`src/rtl/alu_cmd_ctrl_if.sv`:
```
// alu_cmd_ctrl_if: command, ALU operand/result and response signals of alu_cmd_ctrl.
// master = command driver / ALU side, slave = the controller.
interface alu_cmd_ctrl_if;
    logic        cmd_valid;
    logic        cmd_ready;
    logic        cmd_ld;
    logic [2:0]  cmd_op;
    logic [1:0]  cmd_srca;
    logic [1:0]  cmd_srcb;
    logic [1:0]  cmd_dst;
    logic        cmd_cin;
    logic [15:0] cmd_imm;
    logic [15:0] alu_a;
    logic [15:0] alu_b;
    logic        alu_c;
    logic [2:0]  alu_opc;
    logic [15:0] alu_w;
    logic        alu_zer;
    logic        alu_neg;
    logic        rsp_valid;
    logic        rsp_ready;
    logic [15:0] rsp_data;
    logic        rsp_zer;
    logic        rsp_neg;
    logic        rsp_err;
    modport master (
        output cmd_valid, cmd_ld, cmd_op, cmd_srca, cmd_srcb, cmd_dst, cmd_cin, cmd_imm,
        output alu_w, alu_zer, alu_neg, rsp_ready,
        input  cmd_ready, alu_a, alu_b, alu_c, alu_opc,
        input  rsp_valid, rsp_data, rsp_zer, rsp_neg, rsp_err
    );
    modport slave (
        input  cmd_valid, cmd_ld, cmd_op, cmd_srca, cmd_srcb, cmd_dst, cmd_cin, cmd_imm,
        input  alu_w, alu_zer, alu_neg, rsp_ready,
        output cmd_ready, alu_a, alu_b, alu_c, alu_opc,
        output rsp_valid, rsp_data, rsp_zer, rsp_neg, rsp_err
    );
endinterface

```
`src/rtl/alu_cmd_ctrl.sv`:
```
// alu_cmd_ctrl: command controller for the 16-bit ALU with a 4-entry register file.
// Define ALU_CMD_CTRL_OPCHK_EN to reject opcode 3'b111 with rsp_err instead of issuing it.
module alu_cmd_ctrl #(
    parameter logic [15:0] REG_INIT = 16'h0000
) (
    input logic           clk,
    input logic           rst,
    alu_cmd_ctrl_if.slave bus
);
    typedef enum logic [1:0] {IDLE, ISSUE, RESP} state_t;
    state_t      r_state;
    logic [15:0] r_regs [4];
    logic [1:0]  r_dst;
    logic        r_cmd_ready;
    logic        r_rsp_valid;
    logic [15:0] r_rsp_data;
    logic        r_rsp_zer;
    logic        r_rsp_neg;
    logic        r_rsp_err;
    logic [15:0] r_alu_a;
    logic [15:0] r_alu_b;
    logic        r_alu_c;
    logic [2:0]  r_alu_opc;
    logic        w_reject;
`ifdef ALU_CMD_CTRL_OPCHK_EN
    assign w_reject = bus.cmd_op == 3'b111;
`else
    assign w_reject = 1'b0;
`endif
    assign bus.cmd_ready = r_cmd_ready;
    assign bus.rsp_valid = r_rsp_valid;
    assign bus.rsp_data  = r_rsp_data;
    assign bus.rsp_zer   = r_rsp_zer;
    assign bus.rsp_neg   = r_rsp_neg;
    assign bus.rsp_err   = r_rsp_err;
    assign bus.alu_a     = r_alu_a;
    assign bus.alu_b     = r_alu_b;
    assign bus.alu_c     = r_alu_c;
    assign bus.alu_opc   = r_alu_opc;
    // Operands are latched straight into the ALU drive registers, so reads are pre-write.
    always_ff @(posedge clk or posedge rst) begin
        if (rst) begin
            r_state     <= IDLE;
            r_dst       <= 2'd0;
            r_cmd_ready <= 1'b1;
            r_rsp_valid <= 1'b0;
            r_rsp_data  <= 16'h0000;
            r_rsp_zer   <= 1'b0;
            r_rsp_neg   <= 1'b0;
            r_rsp_err   <= 1'b0;
            r_alu_a     <= 16'h0000;
            r_alu_b     <= 16'h0000;
            r_alu_c     <= 1'b0;
            r_alu_opc   <= 3'b111;
            for (int i = 0; i < 4; i++) r_regs[i] <= REG_INIT;
        end else begin
            case (r_state)
                IDLE: if (bus.cmd_valid) begin
                    r_dst       <= bus.cmd_dst;
                    r_cmd_ready <= 1'b0;
                    r_rsp_err   <= 1'b0;
                    if (bus.cmd_ld) begin
                        r_regs[bus.cmd_dst] <= bus.cmd_imm;
                        r_rsp_data  <= bus.cmd_imm;
                        r_rsp_zer   <= bus.cmd_imm == 16'h0000;
                        r_rsp_neg   <= bus.cmd_imm[15];
                        r_rsp_valid <= 1'b1;
                        r_state     <= RESP;
                    end else if (w_reject) begin
                        r_rsp_err   <= 1'b1;
                        r_rsp_data  <= 16'h0000;
                        r_rsp_zer   <= 1'b0;
                        r_rsp_neg   <= 1'b0;
                        r_rsp_valid <= 1'b1;
                        r_state     <= RESP;
                    end else begin
                        r_alu_a   <= r_regs[bus.cmd_srca];
                        r_alu_b   <= r_regs[bus.cmd_srcb];
                        r_alu_c   <= bus.cmd_cin;
                        r_alu_opc <= bus.cmd_op;
                        r_state   <= ISSUE;
                    end
                end
                ISSUE: begin
                    r_regs[r_dst] <= bus.alu_w;
                    r_rsp_data    <= bus.alu_w;
                    r_rsp_zer     <= bus.alu_zer;
                    r_rsp_neg     <= bus.alu_neg;
                    r_rsp_valid   <= 1'b1;
                    r_state       <= RESP;
                end
                RESP: if (bus.rsp_ready) begin
                    r_rsp_valid <= 1'b0;
                    r_cmd_ready <= 1'b1;
                    r_state     <= IDLE;
                end
                default: r_state <= IDLE;
            endcase
        end
    end
endmodule

```
`src/flat_wrapper.sv`:
```
// flat-port wrapper written by rule: the top's interface ports become plain ports
module alu_cmd_ctrl_flat 
#(
    parameter logic [15:0] REG_INIT = 16'h0000
)
  (clk, rst, bus_cmd_valid, bus_cmd_ld, bus_cmd_op, bus_cmd_srca, bus_cmd_srcb, bus_cmd_dst, bus_cmd_cin, bus_cmd_imm, bus_alu_w, bus_alu_zer, bus_alu_neg, bus_rsp_ready, bus_cmd_ready, bus_alu_a, bus_alu_b, bus_alu_c, bus_alu_opc, bus_rsp_valid, bus_rsp_data, bus_rsp_zer, bus_rsp_neg, bus_rsp_err);
  alu_cmd_ctrl_if bus_i ();
  input logic clk;
  input logic rst;
  input wire logic [$bits(bus_i.cmd_valid)-1:0] bus_cmd_valid;
  input wire logic [$bits(bus_i.cmd_ld)-1:0] bus_cmd_ld;
  input wire logic [$bits(bus_i.cmd_op)-1:0] bus_cmd_op;
  input wire logic [$bits(bus_i.cmd_srca)-1:0] bus_cmd_srca;
  input wire logic [$bits(bus_i.cmd_srcb)-1:0] bus_cmd_srcb;
  input wire logic [$bits(bus_i.cmd_dst)-1:0] bus_cmd_dst;
  input wire logic [$bits(bus_i.cmd_cin)-1:0] bus_cmd_cin;
  input wire logic [$bits(bus_i.cmd_imm)-1:0] bus_cmd_imm;
  input wire logic [$bits(bus_i.alu_w)-1:0] bus_alu_w;
  input wire logic [$bits(bus_i.alu_zer)-1:0] bus_alu_zer;
  input wire logic [$bits(bus_i.alu_neg)-1:0] bus_alu_neg;
  input wire logic [$bits(bus_i.rsp_ready)-1:0] bus_rsp_ready;
  output wire logic [$bits(bus_i.cmd_ready)-1:0] bus_cmd_ready;
  output wire logic [$bits(bus_i.alu_a)-1:0] bus_alu_a;
  output wire logic [$bits(bus_i.alu_b)-1:0] bus_alu_b;
  output wire logic [$bits(bus_i.alu_c)-1:0] bus_alu_c;
  output wire logic [$bits(bus_i.alu_opc)-1:0] bus_alu_opc;
  output wire logic [$bits(bus_i.rsp_valid)-1:0] bus_rsp_valid;
  output wire logic [$bits(bus_i.rsp_data)-1:0] bus_rsp_data;
  output wire logic [$bits(bus_i.rsp_zer)-1:0] bus_rsp_zer;
  output wire logic [$bits(bus_i.rsp_neg)-1:0] bus_rsp_neg;
  output wire logic [$bits(bus_i.rsp_err)-1:0] bus_rsp_err;
  assign bus_i.cmd_valid = bus_cmd_valid;
  assign bus_i.cmd_ld = bus_cmd_ld;
  assign bus_i.cmd_op = bus_cmd_op;
  assign bus_i.cmd_srca = bus_cmd_srca;
  assign bus_i.cmd_srcb = bus_cmd_srcb;
  assign bus_i.cmd_dst = bus_cmd_dst;
  assign bus_i.cmd_cin = bus_cmd_cin;
  assign bus_i.cmd_imm = bus_cmd_imm;
  assign bus_i.alu_w = bus_alu_w;
  assign bus_i.alu_zer = bus_alu_zer;
  assign bus_i.alu_neg = bus_alu_neg;
  assign bus_i.rsp_ready = bus_rsp_ready;
  assign bus_cmd_ready = bus_i.cmd_ready;
  assign bus_alu_a = bus_i.alu_a;
  assign bus_alu_b = bus_i.alu_b;
  assign bus_alu_c = bus_i.alu_c;
  assign bus_alu_opc = bus_i.alu_opc;
  assign bus_rsp_valid = bus_i.rsp_valid;
  assign bus_rsp_data = bus_i.rsp_data;
  assign bus_rsp_zer = bus_i.rsp_zer;
  assign bus_rsp_neg = bus_i.rsp_neg;
  assign bus_rsp_err = bus_i.rsp_err;
  alu_cmd_ctrl #(.REG_INIT(REG_INIT)) u_core (.clk(clk), .rst(rst), .bus(bus_i));
endmodule
```
`config.mk`:
```
export PLATFORM = sky130hd
export DESIGN_NAME = alu_cmd_ctrl_flat
export DESIGN_NICKNAME = d
export VERILOG_FILES = /design/src/rtl/alu_cmd_ctrl_if.sv /design/src/rtl/alu_cmd_ctrl.sv /design/src/flat_wrapper.sv
export SDC_FILE = /design/constraint.sdc
export NUM_CORES = 1
export LEC_CHECK = 0
export BUFFER_PORTS_ARGS = -buffer_cell sky130_fd_sc_hd__buf_2
export CAP_MARGIN = 20
export CORE_MARGIN = 5
export CORE_UTILIZATION = 30
export CTS_BUF_LIST = sky130_fd_sc_hd__clkbuf_16
export DETAILED_ROUTE_END_ITERATION = 7
export SYNTH_ARGS = -nofsm -noshare
export SYNTH_HDL_FRONTEND = slang
export SYNTH_SLANG_ARGS = --single-unit
```
`constraint.sdc`:
```
create_clock -name clk -period 4.3 [get_ports clk]
set_clock_uncertainty 0.05 [all_clocks]
set_input_delay 0.43 -clock clk [delete_from_list [all_inputs] [get_ports clk]]
set_output_delay 0.43 -clock clk [all_outputs]
set_load 0.03 [all_outputs]
```
==> flow_metrics.env, run 1 <==
export IMPL_netSwitchingFraction_pct=37.0
export IMPL_rr_startpoint="u_core.r_state[1]"
export IMPL_tns_ns=0
export IMPL_netlist_top_cells_count="dfrtp_1, a32oi_1, nand2_1"
export IMPL_rsz0062_at_grt="false"
export IMPL_htree_levels=4
export IMPL_post_cts_setup_buffers=0
export IMPL_cts_resized=0
export IMPL_grt_pass1_wl_um=28900
export IMPL_fin_crit_sh_pct=54.5
export IMPL_cp_arrival_ns=2.55
export IMPL_fp_dieH_um=156
export IMPL_netlist_area_um2=6390
export IMPL_grt_pass1_vias=4776
export IMPL_hold_buffers=0
export IMPL_clockBufferDepth=2
export IMPL_post_place_ws_ns=1.96
export IMPL_area_growth_syn_to_layout_pct=19.0
export IMPL_grt_max_degree=125
export IMPL_ios=106
export IMPL_drt_wl_total_um=18300
export IMPL_peakVddDrop_mv=0.284
export IMPL_slowest_delay_ns=0.97
export IMPL_dp_cells=866
export IMPL_pwr_share_seq_pct=37.4
export IMPL_endpoint_kind="register"
export IMPL_fmax_ghz=0.427
export IMPL_fin_cells=899
export IMPL_slew_headroom_pct=18.7
export IMPL_netlist_top_cells_area="dfrtp_1, mux4_2, a32oi_1"
export IMPL_synth_cell_types=36
export IMPL_drt_first_pass_iters=5
export IMPL_p_leak_nw=3.26
export IMPL_die_x_um=156
export IMPL_cts_root_buf="clkbuf_16"
export IMPL_ant_nets=0
export IMPL_dr_first_iter_drc_count=371
export IMPL_clk_latency_ns=0.42
export IMPL_clk_pin_slew_ns=0.06
export IMPL_drive_gt1_share_pct=40.6
export IMPL_hp_class="in2async"
export IMPL_status="completed"
export IMPL_synth_seq_cells=124
export IMPL_cap_violations=0
export IMPL_port_buffers=104
export IMPL_finalSetupViolCount=0
export IMPL_ys_seq_area_share_pct=48.6
export IMPL_power_density_nw_per_um2=677
export IMPL_synth_top_area_share_pct=47.0
export IMPL_cts_buffers_inserted=17
export IMPL_antenna_found_initial=1
export IMPL_pwr_share_clk_pct=28.4
export IMPL_synth_avg_cell_area_um2=12.0
export IMPL_wl_per_cell_um=20.4
export IMPL_utilization_pct=36.2
export IMPL_tightest_slew_ns=1.22
export IMPL_critPathLaunchType="register"
export IMPL_vias=4805
export IMPL_fin_crit_ns=2.34
export IMPL_synthArstFlopShare_pct=100
export IMPL_dp_hpwl_um=12100
export IMPL_fin_ws_ns=1.96
export IMPL_viasPerCell=5.34
export IMPL_yosysMostFrequentCell="dfrtp_1"
export IMPL_synth_edf_count=0
export IMPL_yosys_warnings=0
export IMPL_drv_slew=0
export IMPL_criticalPathCategory="reg2reg"
export IMPL_critPathLaunch="u_core.r_state[1]"
export IMPL_core_area_um2=21000
export IMPL_rows=53
export IMPL_cpMaxStageDelayCell="a22oi_2"
export IMPL_die_area_um2=24300
export IMPL_grt_remaining_overflow=0
export IMPL_switching_power_mw=1.91
export IMPL_crit_path_cell_trace="and4bb_4 > a22oi_2 > o21ai_0"
export IMPL_yosysTopAreaCell="dfrtp_1"
export IMPL_nets=659
export IMPL_route_detailed_drc=0
export IMPL_synth_nets=581
export IMPL_cts_tree="built"
export IMPL_hold_viol=0
export IMPL_clock_sink_count=124
export IMPL_routabilityCongestion=0.791
export IMPL_grtUsageTotal_pct=15.4
export IMPL_syn_inst=532
export IMPL_crit_required_ns=4.50
export IMPL_cp_max_fo=32
export IMPL_intPower_mw=3.25
export IMPL_pwr_share_comb_pct=34.2
export IMPL_ys_flop_type="dfrtp_1"
export IMPL_initial_core_util_pct=30.4
cell type report:
| cell class | instances | area (um2) |
|---|---|---|
| fill | 2056 | 13400 |
| sequential | 124 | 3110 |
| multi-input combinational | 350 | 2950 |
| timing repair buffer | 112 | 593 |
| clock buffer | 17 | 425 |
| tap | 275 | 344 |
| clock inverter | 15 | 165 |
| inverter | 5 | 21.3 |
| antenna | 1 | 2.50 |
per-stage QoR:
stage,power [mW],hold WS (ns),instance area [um2]
after global placement,3.69,0.411,7020
after floorplan,3.18,0.410,6390
after CTS,5.20,0.155,7610
final,5.15,0.142,7610
after detailed placement,3.73,0.419,7020
after global routing,5.42,0.175,7610
cell usage in the layout, fill, tap and decap left out, drive strengths merged, types with 7 or more instances in the layout:
cell    instances
and2           18
a221o           7
clkbuf         17
inv            10
o21ai          59
a21oi          29
buf           112
mux4           32
nor2           20
mux2           38
nand2          60
a32oi          64
dfrtp         120
metal layers:
metal | part of all wire [%] | global-route usage [%]
met5 | 0 | 0
met4 | 2.2 | 6.29
met3 | 5.3 | 3.41
met2 | 46 | 23.0
met1 | 46 | 21.7
worst max-delay path, delay by kind of cell, from the launching register on:
kind | cells | cell delay (ns)
AND/OR/NAND/NOR | 1 | 0.36
flip-flops | 1 | 0.56
AO/OA/AOI/OAI | 2 | 1.20
state kept, by name, indices dropped and copies added, names as in the netlist, 2 cells and up:
name	cells
u_core.r_regs	64
u_core.bus.alu_a	16
u_core.bus.alu_b	16
u_core.bus.rsp_data	16
u_core.bus.alu_opc	3
u_core.r_dst	2
u_core.r_state	2
cell families after synthesis:
| kind of cell | count (synthesis) | synth area share [%] |
|---|---|---|
| AO/OA/AOI/OAI | 166 | 19.1 |
| flip-flops | 124 | 48.6 |
| AND/OR/NAND/NOR | 113 | 8.94 |
| multiplexers | 70 | 18.0 |
| buffers and inverters | 58 | 5.36 |
| other | 1 | 0.0586 |
final timing paths:
path	endpoint	slack (ns)	cells past startpoint
setup / recovery	u_core.r_regs[21]	1.96	3
hold reg to reg	u_core.bus.rsp_data[1]	0.44	2
setup reg to reg	u_core.r_regs[21]	1.96	3
min in group clk	u_core.r_state[1]	0.17	2
hold / removal	u_core.bus.alu_c	0.14	3
max in group asynchronous	u_core.bus.rsp_data[7]	3.57	3
power groups by stage:
stage	clock, mW	combinational (mW)	sequential [mW]
6_report	1.46	1.76	1.93
5_1_grt	1.54	1.90	1.99
4_1_cts	1.48	1.79	1.93
3_5_place_dp	0	1.78	1.95
3_3_place_gp	0	1.76	1.93
2_1_floorplan	0	0.835	2.34
Note: power is estimated with default switching activity, not from simulation.
==> run 2, diff against run 1 <==
==> constraint.sdc (replaced) <==
create_clock -name clk -period 2.01 [get_ports clk]
set_clock_uncertainty 0.05 [all_clocks]
set_input_delay 0.201 -clock clk [delete_from_list [all_inputs] [get_ports clk]]
set_output_delay 0.201 -clock clk [all_outputs]
set_load 0.03 [all_outputs]
==> run 2 against run 1 <==
Combinational power increased by 120%. First-iteration DRC count decreased by 0.54%. Sequential share of layout area decreased by 1.0 points. Flip-flop and latch count unchanged. Maximum frequency increased by 24%. Critical endpoint is now u_core.r_regs[36].
==> flow_metrics.env, run 2 (synthesized netlist as in run 1, its figures left out) <==
export IMPL_status="completed"
export IMPL_mostFrequentLayoutCell="dfrtp_1"
export IMPL_endpoint_kind="register"
export IMPL_cp_arrival_ns=2.12
export IMPL_worstHoldStart="bus_cmd_dst[1]"
export IMPL_drv_slew=0
export IMPL_clockBufferDepth=2
export IMPL_cts_resized=0
export IMPL_rows=53
export IMPL_route_detailed_drc=0
export IMPL_most_common_layout_cells="dfrtp_1, buf_2, a32oi_1, nand2_1, mux2_2"
export IMPL_critPathLaunch="u_core.r_state[1]"
export IMPL_clk_latency_ns=0.43
export IMPL_grt_max_degree=101
export IMPL_area_growth_syn_to_layout_pct=22.1
export IMPL_slowest_delay_ns=0.75
export IMPL_grtUsageTotal_pct=15.5
export IMPL_cpMaxStageDelayCell="a22oi_2"
export IMPL_slew_headroom_pct=42.4
export IMPL_cts_root_buf="clkbuf_16"
export IMPL_clock_sink_count=124
export IMPL_clk_pin_slew_ns=0.06
export IMPL_core_area_um2=21000
export IMPL_antenna_found_initial=0
export IMPL_grt_pass1_wl_um=29000
export IMPL_wl_per_cell_um=20.7
export IMPL_die_x_um=156
export IMPL_fin_crit_sh_pct=94.2
export IMPL_viasPerCell=5.36
export IMPL_nFillCells=2037
export IMPL_tns_ns=0
export IMPL_cts_buffers_inserted=17
export IMPL_diodes=0
export IMPL_hp_class="in2reg"
export IMPL_initial_core_util_pct=30.4
export IMPL_criticalPathCategory="reg2reg"
export IMPL_multi_input_area_um2=2960
export IMPL_finalSetupViolCount=0
export IMPL_dr_first_iter_drc_count=369
export IMPL_nets=683
export IMPL_crit_path_cell_trace="and4bb_4 > a22oi_2 > o21ai_1"
export IMPL_hold_viol=0
export IMPL_grt_pass1_vias=4794
export IMPL_top_register="u_core.r_regs"
export IMPL_power_density_nw_per_um2=1390
export IMPL_ant_nets=0
export IMPL_cts_tree="built"
export IMPL_rr_startpoint="u_core.r_state[1]"
export IMPL_crit_required_ns=2.24
export IMPL_dp_hpwl_um=12700
export IMPL_p_total_mw=10.9
export IMPL_rsz0062_at_grt="false"
export IMPL_fp_dieH_um=156
export IMPL_port_buffers=104
export IMPL_fmax_ghz=0.528
export IMPL_drive_gt1_share_pct=42.3
export IMPL_p_leak_nw=3.33
export IMPL_grt_remaining_overflow=0
export IMPL_largest_reg_flops=64
export IMPL_critPathLaunchType="register"
export IMPL_drt_wl_total_um=19100
export IMPL_htree_levels=4
export IMPL_drt_first_pass_iters=5
export IMPL_routabilityCongestion=0.826
export IMPL_fin_crit_ns=1.89
export IMPL_cap_violations=0
export IMPL_tightest_slew_ns=0.864
export IMPL_die_area_um2=24300
export IMPL_ios=106
export IMPL_vias=4946
export IMPL_cp_max_fo=16
export IMPL_peakVddDrop_mv=0.787
export IMPL_regArea_um2=3110
==> run 2: cell count changes in the layout (fill, tap and decap cells not counted), moves of 2 or more <==
cell / previous run / this run
bufinv_16: 4 / 1
nor2b_1: 3 / 5
buf_12: 1 / 4
clkinvlp_4: 0 / 4
nor2b_2: 2 / 0
dlygate4sd3_1: 0 / 7
inv_1: 9 / 4
clkinv_4: 0 / 6
buf_4: 7 / 20
==> run 2: final cells by class <==
cell class | count | area share (%)
flip-flops and latches | 124 | 39.8
multi-input cells | 351 | 37.9
repair buffers | 135 | 10.5
clock buffers | 17 | 5.45
well taps | 275 | 4.41
clock inverters | 15 | 1.63
inverters | 5 | 0.288
==> run 2: per-layer routing <==
metal	routed length (um)	track usage (%)	up-vias
met1	8370	21.4	2446
met2	8830	23.4	204
met4	577	7.04	0
met3	1290	3.52	42
li1	-	-	2254
met5	0	0	-
==> run 2: power breakdown <==
group / internal [mW] / switching (mW) / leakage (nW)
logic: 1.51 / 2.36 / 1.47
clock network: 1.69 / 1.18 / 0.264
registers: 3.47 / 0.658 / 1.60
total: 6.67 / 4.20 / 3.33
==> run 2: worst paths after layout <==
path	to	slack, ns	depth (start not counted)
max in group asynchronous	u_core.r_regs[56]	1.01	4
worst max-delay path	u_core.r_regs[36]	0.12	3
worst min-delay path	u_core.r_dst[1]	0.02	2
min in group asynchronous	u_core.bus.alu_c	0.40	4
worst min register to register	u_core.bus.rsp_data[2]	0.43	2
worst max register to register	u_core.r_regs[36]	0.12	3
==> run 2: worst max-delay path, delay by kind of cell, from the launching register on <==
family	cells	cell delay, ns
AOI/OAI and AO/OA	2	0.91
DFF	1	0.43
and+or+nand+nor	1	0.34
==> run 2: timing repair <==
action,4_1_cts,5_1_grt
endpoints found under the hold margin,126,0
endpoints found under the setup margin,0,3
setup buffers,0,0
hold buffers,7,0
==> run 2: through the flow <==
step                      cells  worst slack (ns)  hold WS (ns)  cell area (um2)  util [%]
after detailed placement    882            0.0975         0.299             7170      34.1
after global placement      882             0.148         0.303             7170      34.1
after global routing        922            0.0243        0.0169             7810      37.1
after floorplan             532             0.237         0.258             6400         -
after CTS                   921            0.0837        0.0124             7790      37.1
final                       922             0.116        0.0201             7810      37.1
